### src/rtl/mem_access_unit.sv
// Load/store sequencer between the MEM stage and the 4 KB data memory.
// One request at a time; halfwords are split into two byte accesses.
module mem_access_unit #(
    parameter int unsigned DM_AW       = 10,
    parameter bit          CHECK_RANGE = 1'b1
) (
    input  logic             clk,
    input  logic             rst_n,
    input  logic             req_valid,
    output logic             req_ready,
    input  logic             req_we,
    input  logic [1:0]       req_size,
    input  logic             req_unsigned,
    input  logic [31:0]      req_addr,
    input  logic [31:0]      req_wdata,
    output logic             resp_valid,
    output logic [31:0]      resp_rdata,
    output logic             resp_err,
    output logic [DM_AW-1:0] dm_addr,
    output logic [31:0]      dm_din,
    output logic             dm_we,
    output logic             dm_bmode,
    output logic [1:0]       dm_bsel,
    input  logic [31:0]      dm_dout
);

    typedef enum logic [1:0] {
        S_IDLE,
        S_ACC0,
        S_ACC1,
        S_RESP
    } state_t;

    localparam logic [1:0] SZ_BYTE = 2'b00;
    localparam logic [1:0] SZ_HALF = 2'b01;
    localparam logic [1:0] SZ_WORD = 2'b10;

    state_t            r_state;
    logic              r_we;
    logic [1:0]        r_size;
    logic              r_unsigned;
    logic [1:0]        r_addr_lo;
    logic [31:0]       r_wdata;
    logic [7:0]        r_lo;
    logic              r_resp_valid;
    logic [31:0]       r_resp_rdata;
    logic              r_resp_err;
    logic [DM_AW-1:0]  r_dm_addr;
    logic [31:0]       r_dm_din;
    logic              r_dm_we;
    logic              r_dm_bmode;
    logic [1:0]        r_dm_bsel;

    logic [31:0]       w_hi_bits;
    logic              w_oor;
    logic              w_err;

    assign w_hi_bits = req_addr >> (DM_AW + 2);
    assign w_oor     = CHECK_RANGE && (w_hi_bits != '0);
    assign w_err     = (req_size == 2'b11)
                     | ((req_size == SZ_HALF) & req_addr[0])
                     | ((req_size == SZ_WORD) & (req_addr[1:0] != 2'b00))
                     | w_oor;

    // h carries {hi, lo} for halves, lane byte in h[7:0] for bytes
    function automatic logic [31:0] f_extend(input logic [1:0] size, input logic uns,
                                             input logic [15:0] h, input logic [31:0] word);
        logic [31:0] v;
        case (size)
            SZ_BYTE: v = uns ? {24'b0, h[7:0]} : {{24{h[7]}}, h[7:0]};
            SZ_HALF: v = uns ? {16'b0, h} : {{16{h[15]}}, h};
            default: v = word;
        endcase
        return v;
    endfunction

    always_ff @(posedge clk or negedge rst_n) begin
        if (!rst_n) begin
            r_state      <= S_IDLE;
            r_we         <= 1'b0;
            r_size       <= '0;
            r_unsigned   <= 1'b0;
            r_addr_lo    <= '0;
            r_wdata      <= '0;
            r_lo         <= '0;
            r_resp_valid <= 1'b0;
            r_resp_rdata <= '0;
            r_resp_err   <= 1'b0;
            r_dm_addr    <= '0;
            r_dm_din     <= '0;
            r_dm_we      <= 1'b0;
            r_dm_bmode   <= 1'b0;
            r_dm_bsel    <= '0;
        end else begin
            case (r_state)
                S_IDLE: begin
                    if (req_valid) begin
                        r_we       <= req_we;
                        r_size     <= req_size;
                        r_unsigned <= req_unsigned;
                        r_addr_lo  <= req_addr[1:0];
                        r_wdata    <= req_wdata;
                        r_dm_addr  <= req_addr[DM_AW+1:2];
                        if (w_err) begin
                            r_state      <= S_RESP;
                            r_resp_valid <= 1'b1;
                            r_resp_err   <= 1'b1;
                            r_resp_rdata <= '0;
                            r_dm_we      <= 1'b0;
                        end else begin
                            r_state    <= S_ACC0;
                            r_resp_err <= 1'b0;
                            r_dm_we    <= req_we;
                            r_dm_bmode <= (req_size != SZ_WORD);
                            r_dm_bsel  <= (req_size == SZ_HALF) ? {req_addr[1], 1'b0}
                                                                : req_addr[1:0];
                            r_dm_din   <= (req_size == SZ_WORD) ? req_wdata
                                                                : {24'b0, req_wdata[7:0]};
                        end
                    end
                end
                S_ACC0: begin
                    if (r_size == SZ_HALF) begin
                        r_state   <= S_ACC1;
                        r_lo      <= dm_dout[7:0];
                        r_dm_bsel <= {r_addr_lo[1], 1'b1};
                        r_dm_din  <= {24'b0, r_wdata[15:8]};
                    end else begin
                        r_state      <= S_RESP;
                        r_dm_we      <= 1'b0;
                        r_resp_valid <= 1'b1;
                        r_resp_rdata <= r_we ? '0
                                             : f_extend(r_size, r_unsigned, dm_dout[15:0], dm_dout);
                    end
                end
                S_ACC1: begin
                    r_state      <= S_RESP;
                    r_dm_we      <= 1'b0;
                    r_resp_valid <= 1'b1;
                    r_resp_rdata <= r_we ? '0
                                         : f_extend(SZ_HALF, r_unsigned, {dm_dout[7:0], r_lo}, dm_dout);
                end
                S_RESP: begin
                    r_state      <= S_IDLE;
                    r_resp_valid <= 1'b0;
                end
                default: begin
                    r_state <= S_IDLE;
                end
            endcase
        end
    end

    assign req_ready  = (r_state == S_IDLE);
    assign resp_valid = r_resp_valid;
    assign resp_rdata = r_resp_rdata;
    assign resp_err   = r_resp_err;
    assign dm_addr    = r_dm_addr;
    assign dm_din     = r_dm_din;
    assign dm_we      = r_dm_we;
    assign dm_bmode   = r_dm_bmode;
    assign dm_bsel    = r_dm_bsel;

endmodule

### config.mk
export PLATFORM = sky130hd
export DESIGN_NAME = mem_access_unit
export DESIGN_NICKNAME = d
export VERILOG_FILES = /design/src/rtl/mem_access_unit.sv
export SDC_FILE = /design/constraint.sdc
export NUM_CORES = 1
export LEC_CHECK = 0
export ABC_AREA = 1
export ABC_CLOCK_PERIOD_IN_PS = 5000
export CAP_MARGIN = 5
export CORE_MARGIN = 4
export CORE_UTILIZATION = 40
export DETAILED_ROUTE_END_ITERATION = 16
export GPL_ROUTABILITY_DRIVEN = 0
export PLACE_DENSITY = 0.69
export SLEW_MARGIN = 20
export SYNTH_ARGS = -nofsm -noshare
export SYNTH_HDL_FRONTEND = slang
export SYNTH_SLANG_ARGS = --single-unit
export TNS_END_PERCENT = 100
### constraint.sdc
create_clock -name clk -period 5 [get_ports clk]
set_input_delay 1 -clock clk [delete_from_list [all_inputs] [get_ports clk]]
set_output_delay 1 -clock clk [all_outputs]
set_load 0.005 [all_outputs]
Word level (Yosys, flattened, before mapping)

Cells that the tools add are included.

Eq/ne operators: 13
Muxes and demuxes: 32
Bitwise logic cells: 6
Reduce and logical (&&, ||, !) cells: 13

Operators with widths:

| kind                 | number |
|---|---|
| $mux W32             | 12 |
| $pmux W32 S3         | 1 |
| $pmux W32 S2         | 1 |
| $reduce_bool A32 Y1  | 1 |
| $mux W2              | 5 |
| $ne A2 B2 Y1 const B | 5 |
| $mux W1              | 9 |
| $reduce_and A3 Y1    | 3 |
| $eq A2 B2 Y1 const B | 4 |
| $pmux W2 S4          | 1 |
| $reduce_and A4 Y1    | 2 |
| $eq A2 B1 Y1 const B | 3 |
| $logic_not A2 Y1     | 2 |
| $pmux W1 S4          | 1 |
| $pmux W2 S2          | 1 |
| $reduce_and A2 Y1    | 2 |
| $reduce_bool A2 Y1   | 2 |
| $or A1 B1 Y1         | 3 |
| $pmux W1 S3          | 1 |
| $reduce_bool A3 Y1   | 1 |
| $and A1 B1 Y1        | 2 |
| $ne A2 B1 Y1 const B | 1 |
| $not A1 Y1           | 1 |

Register bits: 112
Output and inout bits: 81

Depth between registers and ports, before layout

Gate-level depths: netlist (run 1).

Depth in word-level cells: 8
Gate-level depth with buffers: 11

Worst setup path before layout (run 1)

No wires, ideal clock.

Path kind: input to register
Start: in req_addr[27]
End: reg r_resp_rdata[4] (netlist: resp_rdata[4])
Setup time: 117 ps
Data arrival time: 1908 ps
Data required time: 4883 ps
Slack: 2975 ps
Stages on the path: 9
Cell sequence: nor2_1 -> nand2_1 -> nor2_1 -> nand2_1 -> nor2_2 -> nand2_4 -> buf_2 -> nand3_1 -> nand2_1

Word-level cells in the longest chain between the ends: 4

RTL lines:

| item                        | line | RTL |
|---|---|---|
| start: declaration          | 14   | `input logic [31:0] req_addr,` |
| $reduce_bool A32 Y1         | 59   | `assign w_oor = CHECK_RANGE && (w_hi_bits != '0);` |
| $or A1 B1 Y1                | 63   | `\| w_oor;` |
| $ne A2 B1 Y1 (no line)      | -    |  |
| $reduce_and A4 Y1 (no line) | -    |  |
| end signal: assignment      | 132  | `r_resp_rdata <= r_we ? '0` |
| end signal: assignment      | 140  | `r_resp_rdata <= r_we ? '0` |
| end: declaration            | 46   | `logic [31:0] r_resp_rdata;` |

Every way passes these cells.
A chain may end at the register's enable or synchronous reset.

Worst setup path in the final report (run 1)

Start: reg r_state[0]
End: out req_ready

Word-level cells in the longest chain between the ends: 1

RTL lines:

| item                     | line | RTL |
|---|---|---|
| start: declaration       | 38   | `state_t r_state;` |
| start signal: assignment | 79   | `r_state <= S_IDLE;` |
| start signal: assignment | 105  | `r_state <= S_RESP;` |
| start signal: assignment | 111  | `r_state <= S_ACC0;` |
| $logic_not A2 Y1         | 154  | `assign req_ready = (r_state == S_IDLE);` |
| end: declaration         | 10   | `output logic req_ready,` |

Every way passes these cells.

==> summary.log, run 1 <==
qor: detailed_routing.via_per_inst 4.885
qor: sta.worst_slew_margin_relative_to_its_limit 34.92%
qor: critical_path.critical_path.reg2reg.startpoint r_state[1]
qor: pwr.power.ir.vdd_worst 305.3 µV
qor: yosys.seq_area_frac_synth 48.55%
qor: sta.final_max_slew_viol_count 0
qor: clock_tree.clock_tree_from_tritoncts done
qor: clock_tree.cts_inserted_buffers 9
qor: floorplanning.rows 41
qor: grt.grt.met2_usage 31.87%
qor: clock_tree.clk-insertion-delay-late 0.34 ns
qor: yosys.yosysWarningCount 0
qor: layout.finalCoreUtilization 57.95%
qor: yosys.synth_top_area_share 48.55%
qor: critical_path.crit_chain inv_1 -> ha_1 -> clkdlybuf4s50_1
qor: yosys.synthCells 699
qor: layout.fill_cells 1192
qor: grt.overflow 0
qor: clock_tree.clk_pin_slew 0.07 ns
qor: pwr.fin_total_pwr 4.196 mW
qor: status.outcome finished, final reports clean
qor: clock_tree.ctsHtreeMaxLevel 3
qor: grt.grt_antenna_before_repair 0
qor: critical_path.crit_path_max_incr_delay 0.61 ns
qor: floorplanning.design.portCount 184
qor: floorplanning.initial_core_util 41.40%
qor: sta.layout_worst_path_cycle_share 61.09%
qor: critical_path.r2r_slack 2.09 ns
qor: floorplanning.die_area 15180 µm²
qor: critical_path.crit_buf_inv 2
qor: yosys.netlist.top_cell.by_area sky130_fd_sc_hd__dfrtp_1
qor: clock_tree.max-clock-path-buffers 2
qor: layout.num-nets-final 964
qor: worst_hold_path.worst_hold_depth 2
qor: placed_design.dpl.hpwl 10650 µm
qor: critical_path.worst_ep_required_time 4.00 ns
qor: clock_tree.post_cts_resized 0
qor: yosys.synthesis.area 5309 µm²
qor: floorplanning.die_width 123.2 µm
qor: clock_tree.clock_sink_count 103
qor: sta.timing_hold_violations_final 0
qor: detailed_routing.post_drt_wl_per_cell 14.73 µm
qor: grt.grt_max_degree 74
qor: detailed_routing.route.antenna.remaining_nets 0
qor: critical_path.worst_path_dominant_cell_family buffers and inverters
qor: sta.final.setup_skew 0.006571 ns
qor: grt.first_global_vias 4828
qor: grt.gr-usage-met1 28.15%
qor: sta.period_needed 3.055 ns
qor: detailed_routing.route.final.wire_length 15220 µm
qor: floorplanning.core_area 12820 µm²
qor: critical_path.critical-path-slowest-cell sky130_fd_sc_hd__clkdlybuf4s50_1
qor: detailed_routing.drt_drc_violations_left 0
qor: pwr.power_per_cell_area 564.6 nW/µm²
qor: yosys.synthTopCellsByArea sky130_fd_sc_hd__dfrtp_1, sky130_fd_sc_hd__nand2_1, sky130_fd_sc_hd__nand3_1
qor: layout.n_antenna_cell 0
qor: sta.tns 0 ns
qor: detailed_routing.drt_first_pass_iters 5
qor: critical_path.peak_fanout_along_the_critical_path 11
qor: critical_path.reg2regPathDepth 8
qor: placed_design.buffer_ports.inserted 183
qor: detailed_routing.number_of_drc_violations_after_detailed_routing_iteration_0 555
qor: grt.grt_first_pass_wirelength 24310 µm
qor: sta.worst-slew-pin-transition 0.9761 ns
qor: critical_path.cp.arrival 2.05 ns
qor: yosys.avgSynthCellArea 7.595 µm²
qor: clock_tree.post_cts_buffers 0
qor: clock_tree.cts_hold_buffers 0
qor: critical_path.setup.worst_path.start_class register
qor: yosys.ys_seq_elements 103
qor: pwr.static-leakage-power 3.709 nW
qor: critical_path.worst_r2r_endpoint resp_rdata[23]
qor: layout.drive_gt1_share 5.226%
qor: worst_hold_path.worstHoldPathType register to register
qor: detailed_routing.detailroute.via_count 5046
qor: sta.fmax 0.3274 GHz
qor: floorplanning.fp.dieH 123.2 µm
qor: grt.grtUsageTotal 20.35%
qor: grt.grt_most_used_layer met2
qor: clock_tree.cts_root_buffer sky130_fd_sc_hd__clkbuf_16
qor: critical_path.critical_path_class register to output port
qor: yosys.synthesis.nets 807
qor: grt.global_route.usage.met3 3.248%
qor: run.max-cap-violations 0
qor: worst_hold_path.min_delay_worst_endpoint dm_din[6]
qor: sta.finalSetupViolCount 0
qor: critical_path.cp-end-kind output port
qor: sta.grt_setup_unrepaired false
qor: worst_hold_path.min_from dm_din[6]
qor: layout.syn_to_final_growth 40.00%
qor: yosys.synth.lib_cells_used.distinct 26
[cells by family (layout without fill, tap and decap cells)]
family	count (synthesis)	count (layout)	share of synthesized area (%)
flip-flops	103	103	48.55
multiplexers	7	7	1.485
buffers and inverters	111	273	9.427
AND/OR/NAND/NOR	414	414	33.40
adder cells (fa/ha/maj)	5	5	1.178
AO/OA/AOI/OAI	59	59	5.963
[sequential cells by signal, summed over array words and instances, names as in the netlist, 2 cells and up]
name,count
dm_din,32
resp_rdata,32
dm_addr,10
r_lo,8
r_wdata,8
dm_bsel,2
r_size,2
r_state,2
[cells in the mapped netlist]
| library cell | count |
|---|---|
| sky130_fd_sc_hd__o211ai_1 | 1 |
| sky130_fd_sc_hd__nor2_2 | 1 |
| sky130_fd_sc_hd__nor2_4 | 4 |
| sky130_fd_sc_hd__a21oi_1 | 34 |
| sky130_fd_sc_hd__ha_1 | 5 |
| sky130_fd_sc_hd__dfrtp_1 | 103 |
| sky130_fd_sc_hd__nand3_1 | 105 |
| sky130_fd_sc_hd__o21ai_4 | 1 |
| sky130_fd_sc_hd__buf_4 | 7 |
| sky130_fd_sc_hd__buf_2 | 22 |
| sky130_fd_sc_hd__mux2_2 | 7 |
| sky130_fd_sc_hd__clkinv_1 | 1 |
| sky130_fd_sc_hd__nand3b_1 | 1 |
| sky130_fd_sc_hd__nand2_1 | 257 |
| sky130_fd_sc_hd__o21ai_2 | 2 |
| sky130_fd_sc_hd__clkbuf_1 | 7 |
| sky130_fd_sc_hd__buf_6 | 4 |
| sky130_fd_sc_hd__or2_4 | 1 |
| sky130_fd_sc_hd__nand4_1 | 2 |
| sky130_fd_sc_hd__o21ai_1 | 1 |
| sky130_fd_sc_hd__o21ai_0 | 20 |
| sky130_fd_sc_hd__nor2_1 | 37 |
| sky130_fd_sc_hd__nand3_2 | 3 |
| sky130_fd_sc_hd__nand2_4 | 3 |
| sky130_fd_sc_hd__inv_2 | 4 |
| sky130_fd_sc_hd__inv_1 | 66 |
[through the flow]
step	setup WS, ns	hold WS, ns	instance area (µm²)	cells
2_1_floorplan	2.975	0.4534	5309	699
3_3_place_gp	1.879	0.4554	7142	1017
3_5_place_dp	1.790	0.4576	7142	1017
4_1_cts	1.939	0.4740	7432	1033
5_1_grt	1.759	0.4865	7432	1033
6_report	1.945	0.4710	7432	1033
[worst max path at each step]
stage | from | end | slack (ns) | cells past startpoint
2_1_floorplan | req_addr[27] | resp_rdata[4] | 2.98 | 9
3_3_place_gp | req_valid | r_state[1] | 1.88 | 5
3_5_place_dp | req_valid | r_state[1] | 1.79 | 5
4_1_cts | r_state[0] | req_ready | 1.94 | 3
5_1_grt | r_state[0] | r_state[1] | 1.76 | 6
6_report | r_state[0] | req_ready | 1.95 | 3
[cell usage in the layout (no fill, tap or decap)]
cell and instances:
sky130_fd_sc_hd__ha_1 5, sky130_fd_sc_hd__mux2_2 7, sky130_fd_sc_hd__clkinv_2 3, sky130_fd_sc_hd__nand3b_1 1
sky130_fd_sc_hd__nand2_1 257, sky130_fd_sc_hd__nor2_4 4, sky130_fd_sc_hd__clkdlybuf4s50_1 182, sky130_fd_sc_hd__o21ai_4 1
sky130_fd_sc_hd__inv_2 4, sky130_fd_sc_hd__bufinv_16 1, sky130_fd_sc_hd__o21ai_0 20, sky130_fd_sc_hd__nand2_4 3
sky130_fd_sc_hd__nor2_1 37, sky130_fd_sc_hd__dfrtp_1 103, sky130_fd_sc_hd__clkinv_1 1, sky130_fd_sc_hd__o211ai_1 1
sky130_fd_sc_hd__inv_1 66, sky130_fd_sc_hd__nand3_1 105, sky130_fd_sc_hd__clkbuf_1 1, sky130_fd_sc_hd__nor2_2 1
sky130_fd_sc_hd__nand3_2 3, sky130_fd_sc_hd__clkinv_4 1, sky130_fd_sc_hd__clkbuf_16 9, sky130_fd_sc_hd__o21ai_1 1
sky130_fd_sc_hd__o21ai_2 2, sky130_fd_sc_hd__clkinvlp_4 1, sky130_fd_sc_hd__nand4_1 2, sky130_fd_sc_hd__or2_4 1
sky130_fd_sc_hd__a21oi_1 34, sky130_fd_sc_hd__buf_4 4
[routing by layer]
| metal | part of all wire [%] | up-vias |
|---|---|---|
| li1 | - | 2502 |
| met1 | 44 | 2326 |
| met2 | 48 | 194 |
| met3 | 6.2 | 24 |
| met4 | 2.3 | 0 |
| met5 | 0 | - |
[where the power goes]
| part | internal [mW] | leakage, nW | total [mW] | switching [mW] |
|---|---|---|---|---|
| clock network | 0.387 | 0.142 | 0.697 | 0.310 |
| registers | 1.19 | 1.35 | 1.42 | 0.229 |
| logic | 0.894 | 2.22 | 2.08 | 1.19 |
| total | 2.47 | 3.71 | 4.20 | 1.72 |
[worst register-to-register path: cells and delay by family, from the launching register on]
family	cells	cell delay, ns
adder cells (fa/ha/maj)	1	0.47
AND/OR/NAND/NOR	6	1.81
flip-flops	1	0.44
buffers and inverters	1	0.09
[layout make-up]
type	instances	area [µm²]	area share, %
clock buffer	10	229.0	3.081
sequential	103	2577	34.68
tap	172	215.2	2.896
inverter	71	266.5	3.586
multi-input combinational	485	2231	30.02
timing repair buffer	186	1852	24.92
clock inverter	6	61.31	0.8249
Note: power is estimated with default switching activity, not from simulation.
==> run 2: changes to the inputs <==
--- a/config.mk
+++ b/config.mk
@@ -6,13 +6,13 @@
 export NUM_CORES = 1
 export LEC_CHECK = 0
 export ABC_AREA = 1
-export ABC_CLOCK_PERIOD_IN_PS = 5000
+export ABC_CLOCK_PERIOD_IN_PS = 2700
 export CAP_MARGIN = 5
 export CORE_MARGIN = 4
 export CORE_UTILIZATION = 40
 export DETAILED_ROUTE_END_ITERATION = 16
 export GPL_ROUTABILITY_DRIVEN = 0
-export PLACE_DENSITY = 0.69
+export PLACE_DENSITY = 0.72
 export SLEW_MARGIN = 20
 export SYNTH_ARGS = -nofsm -noshare
 export SYNTH_HDL_FRONTEND = slang
==> constraint.sdc (replaced) <==
create_clock -name clk -period 2.7 [get_ports clk]
set_input_delay 0.54 -clock clk [delete_from_list [all_inputs] [get_ports clk]]
set_output_delay 0.54 -clock clk [all_outputs]
set_load 0.005 [all_outputs]
==> run 2 against run 1 <==
- cell count rose by 1.3%
- via count fell by 2.0%
- non-clock buffer count rose by 13
- wire length fell by 4.0%
- global-route usage fell by 1.2 points
- largest cell class unchanged
- critical path type unchanged
==> summary.log, run 2 (synthesis results as in run 1) <==
qor: critical_path.critical_path_class register to output port [unchanged]
qor: status.outcome finished, final reports clean [unchanged]
qor: critical_path.worst_ep_required_time 2.16 ns [was 4.00 ns]
qor: critical_path.crit_buf_inv 2 [unchanged]
qor: clock_tree.cts_hold_buffers 0 [unchanged]
qor: critical_path.peak_fanout_along_the_critical_path 5 [was 11]
qor: sta.final_max_slew_viol_count 0 [unchanged]
qor: floorplanning.fp.dieH 123.2 µm [unchanged]
qor: grt.grt_first_pass_wirelength 22980 µm [was 24310 µm]
qor: layout.final_cell_mix sky130_fd_sc_hd__nand2_1, sky130_fd_sc_hd__clkdlybuf4s50_1, sky130_fd_sc_hd__nand3_1, sky130_fd_sc_hd__dfrtp_1, sky130_fd_sc_hd__inv_1 [unchanged]
qor: placed_design.dpl.hpwl 10500 µm [was 10650 µm]
qor: pwr.fin_total_pwr 7.885 mW [was 4.196 mW]
qor: clock_tree.cts_root_buffer sky130_fd_sc_hd__clkbuf_16 [unchanged]
qor: grt.grt_max_degree 57 [was 74]
qor: clock_tree.post_cts_buffers 0 [unchanged]
qor: sta.period_needed 2.291 ns
qor: layout.num-nets-final 977 [was 964]
qor: clock_tree.ctsHtreeMaxLevel 3 [unchanged]
qor: pwr.static-leakage-power 3.770 nW [was 3.709 nW]
qor: clock_tree.clock_tree_from_tritoncts done [unchanged]
qor: placed_design.buffer_ports.inserted 183 [unchanged]
qor: critical_path.worst_path_dominant_cell_family buffers and inverters [unchanged]
qor: grt.grtUsageTotal 19.19% [was 20.35%]
qor: detailed_routing.number_of_drc_violations_after_detailed_routing_iteration_0 485 [was 555]
qor: critical_path.setup.worst_path.start_class register [unchanged]
qor: grt.grt_antenna_before_repair 0 [unchanged]
qor: sta.fmax 0.4364 GHz
qor: clock_tree.clock_sink_count 103 [unchanged]
qor: floorplanning.die_width 123.2 µm [unchanged]
qor: clock_tree.clk_pin_slew 0.07 ns [about the same]
qor: layout.syn_to_final_growth 42.26% [was 40.00%]
qor: critical_path.cp.arrival 1.75 ns [was 2.05 ns]
qor: critical_path.crit_chain inv_1 -> ha_1 -> clkdlybuf4s50_1 [unchanged]
qor: clock_tree.max-clock-path-buffers 2 [unchanged]
qor: sta.tns 0 ns [unchanged]
qor: pwr.power_per_cell_area 1044 nW/µm² [was 564.6 nW/µm²]
qor: floorplanning.initial_core_util 41.40% [unchanged]
qor: placed_design.place_worst_setup_slack 0.3532 ns [was 1.790 ns]
qor: floorplanning.die_area 15180 µm² [unchanged]
qor: detailed_routing.post_drt_wl_per_cell 13.97 µm [was 14.73 µm]
qor: run.max-cap-violations 0 [unchanged]
qor: worst_hold_path.worstHoldPathType primary input to async pin [was register to register]
qor: floorplanning.design.portCount 184 [unchanged]
qor: sta.worst_slew_margin_relative_to_its_limit 53.94% [was 34.92%]
qor: detailed_routing.drt_drc_violations_left 0 [unchanged]
qor: sta.final.setup.worst_slack 0.4086 ns [was 1.945 ns]
qor: layout.fill_cells 1206 [was 1192]
qor: detailed_routing.via_per_inst 4.728 [was 4.885]
qor: sta.worst-slew-pin-transition 0.6902 ns [was 0.9761 ns]
qor: layout.n_antenna_cell 0 [unchanged]
qor: grt.overflow 0 [unchanged]
qor: sta.timing.hold.ws 0.05708 ns [was 0.4710 ns]
qor: detailed_routing.route.final.wire_length 14610 µm [was 15220 µm]
qor: layout.finalCoreUtilization 58.89% [was 57.95%]
qor: sta.finalSetupViolCount 0 [unchanged]
qor: pwr.power.ir.vdd_worst 601.8 µV [was 305.3 µV]
qor: sta.layout_worst_path_cycle_share 84.87%
qor: layout.layout_commonest_cell sky130_fd_sc_hd__nand2_1 [unchanged]
qor: grt.first_global_vias 4559 [was 4828]
qor: floorplanning.core_area 12820 µm² [unchanged]
qor: clock_tree.post_cts_resized 0 [unchanged]
qor: critical_path.cp-end-kind output port [unchanged]
qor: clock_tree.cts_inserted_buffers 9 [unchanged]
qor: critical_path.crit_path_max_incr_delay 0.59 ns [was 0.61 ns]
qor: detailed_routing.detailroute.via_count 4946 [was 5046]
qor: critical_path.critical-path-slowest-cell sky130_fd_sc_hd__clkdlybuf4s50_1 [unchanged]
qor: floorplanning.rows 41 [unchanged]
qor: sta.final.setup_skew 0.005686 ns [was 0.006571 ns]
qor: detailed_routing.drt_first_pass_iters 5 [unchanged]
qor: layout.drive_gt1_share 6.636% [was 5.226%]
qor: sta.grt_setup_unrepaired false [unchanged]
qor: clock_tree.clk-insertion-delay-late 0.34 ns [about the same]
qor: detailed_routing.route.antenna.remaining_nets 0 [unchanged]
qor: sta.timing_hold_violations_final 0 [unchanged]
==> run 2: worst paths after layout <==
kind | startpoint | to | slack (ns) | cells past startpoint
setup / recovery | r_state[0] | req_ready | 0.41 | 3
hold / removal | rst_n | r_lo[3] | 0.06 | 1
setup reg to reg | r_state[0] | dm_din[29] | 0.55 | 10
hold reg to reg | dm_din[4] | dm_din[4] | 0.47 | 2
max in group asynchronous | rst_n | r_wdata[14] | 1.98 | 2
min in group clk | dm_din[4] | dm_din[4] | 0.47 | 2
==> run 2: power by group <==
group	switching [mW]	total, mW	internal [mW]
Clock	0.571	1.31	0.743
Combinational	2.21	3.98	1.76
Sequential	0.392	2.59	2.20
==> run 2: per-stage QoR <==
stage,std cells,instance area [µm²]
2_1_floorplan,699,5309
3_3_place_gp,1030,7252
3_5_place_dp,1030,7252
4_1_cts,1046,7552
5_1_grt,1046,7552
6_report,1046,7552
==> run 2: final cells by class <==
class,count,area (µm²),share of cell area (%)
clock buffers,11,242.7,3.214
clock inverters,5,57.56,0.7621
inverters,71,266.5,3.529
multi-input cells,485,2231,29.54
flip-flops and latches,103,2577,34.13
well taps,172,215.2,2.850
repair buffers,199,1962,25.98
==> run 2: routing by layer <==
| layer | wire length, µm | GRT usage (%) |
|---|---|---|
| met2 | 7022 | 30.38 |
| met5 | 0 | 0 |
| met1 | 6475 | 26.58 |
| met3 | 898 | 3.705 |
| met4 | 218 | 6.298 |
==> run 2: worst register-to-register path, cell delays in order, from the launching register on <==
cell and delay, ns:
sky130_fd_sc_hd__dfrtp_1 0.43, sky130_fd_sc_hd__inv_1 0.10, sky130_fd_sc_hd__ha_1 0.27, sky130_fd_sc_hd__buf_4 0.20, sky130_fd_sc_hd__inv_2 0.05, sky130_fd_sc_hd__or2_4 0.12, sky130_fd_sc_hd__o21ai_2 0.06, sky130_fd_sc_hd__nor2_4 0.29
sky130_fd_sc_hd__nand2_4 0.30, sky130_fd_sc_hd__nand2_1 0.17, sky130_fd_sc_hd__nand2_1 0.06
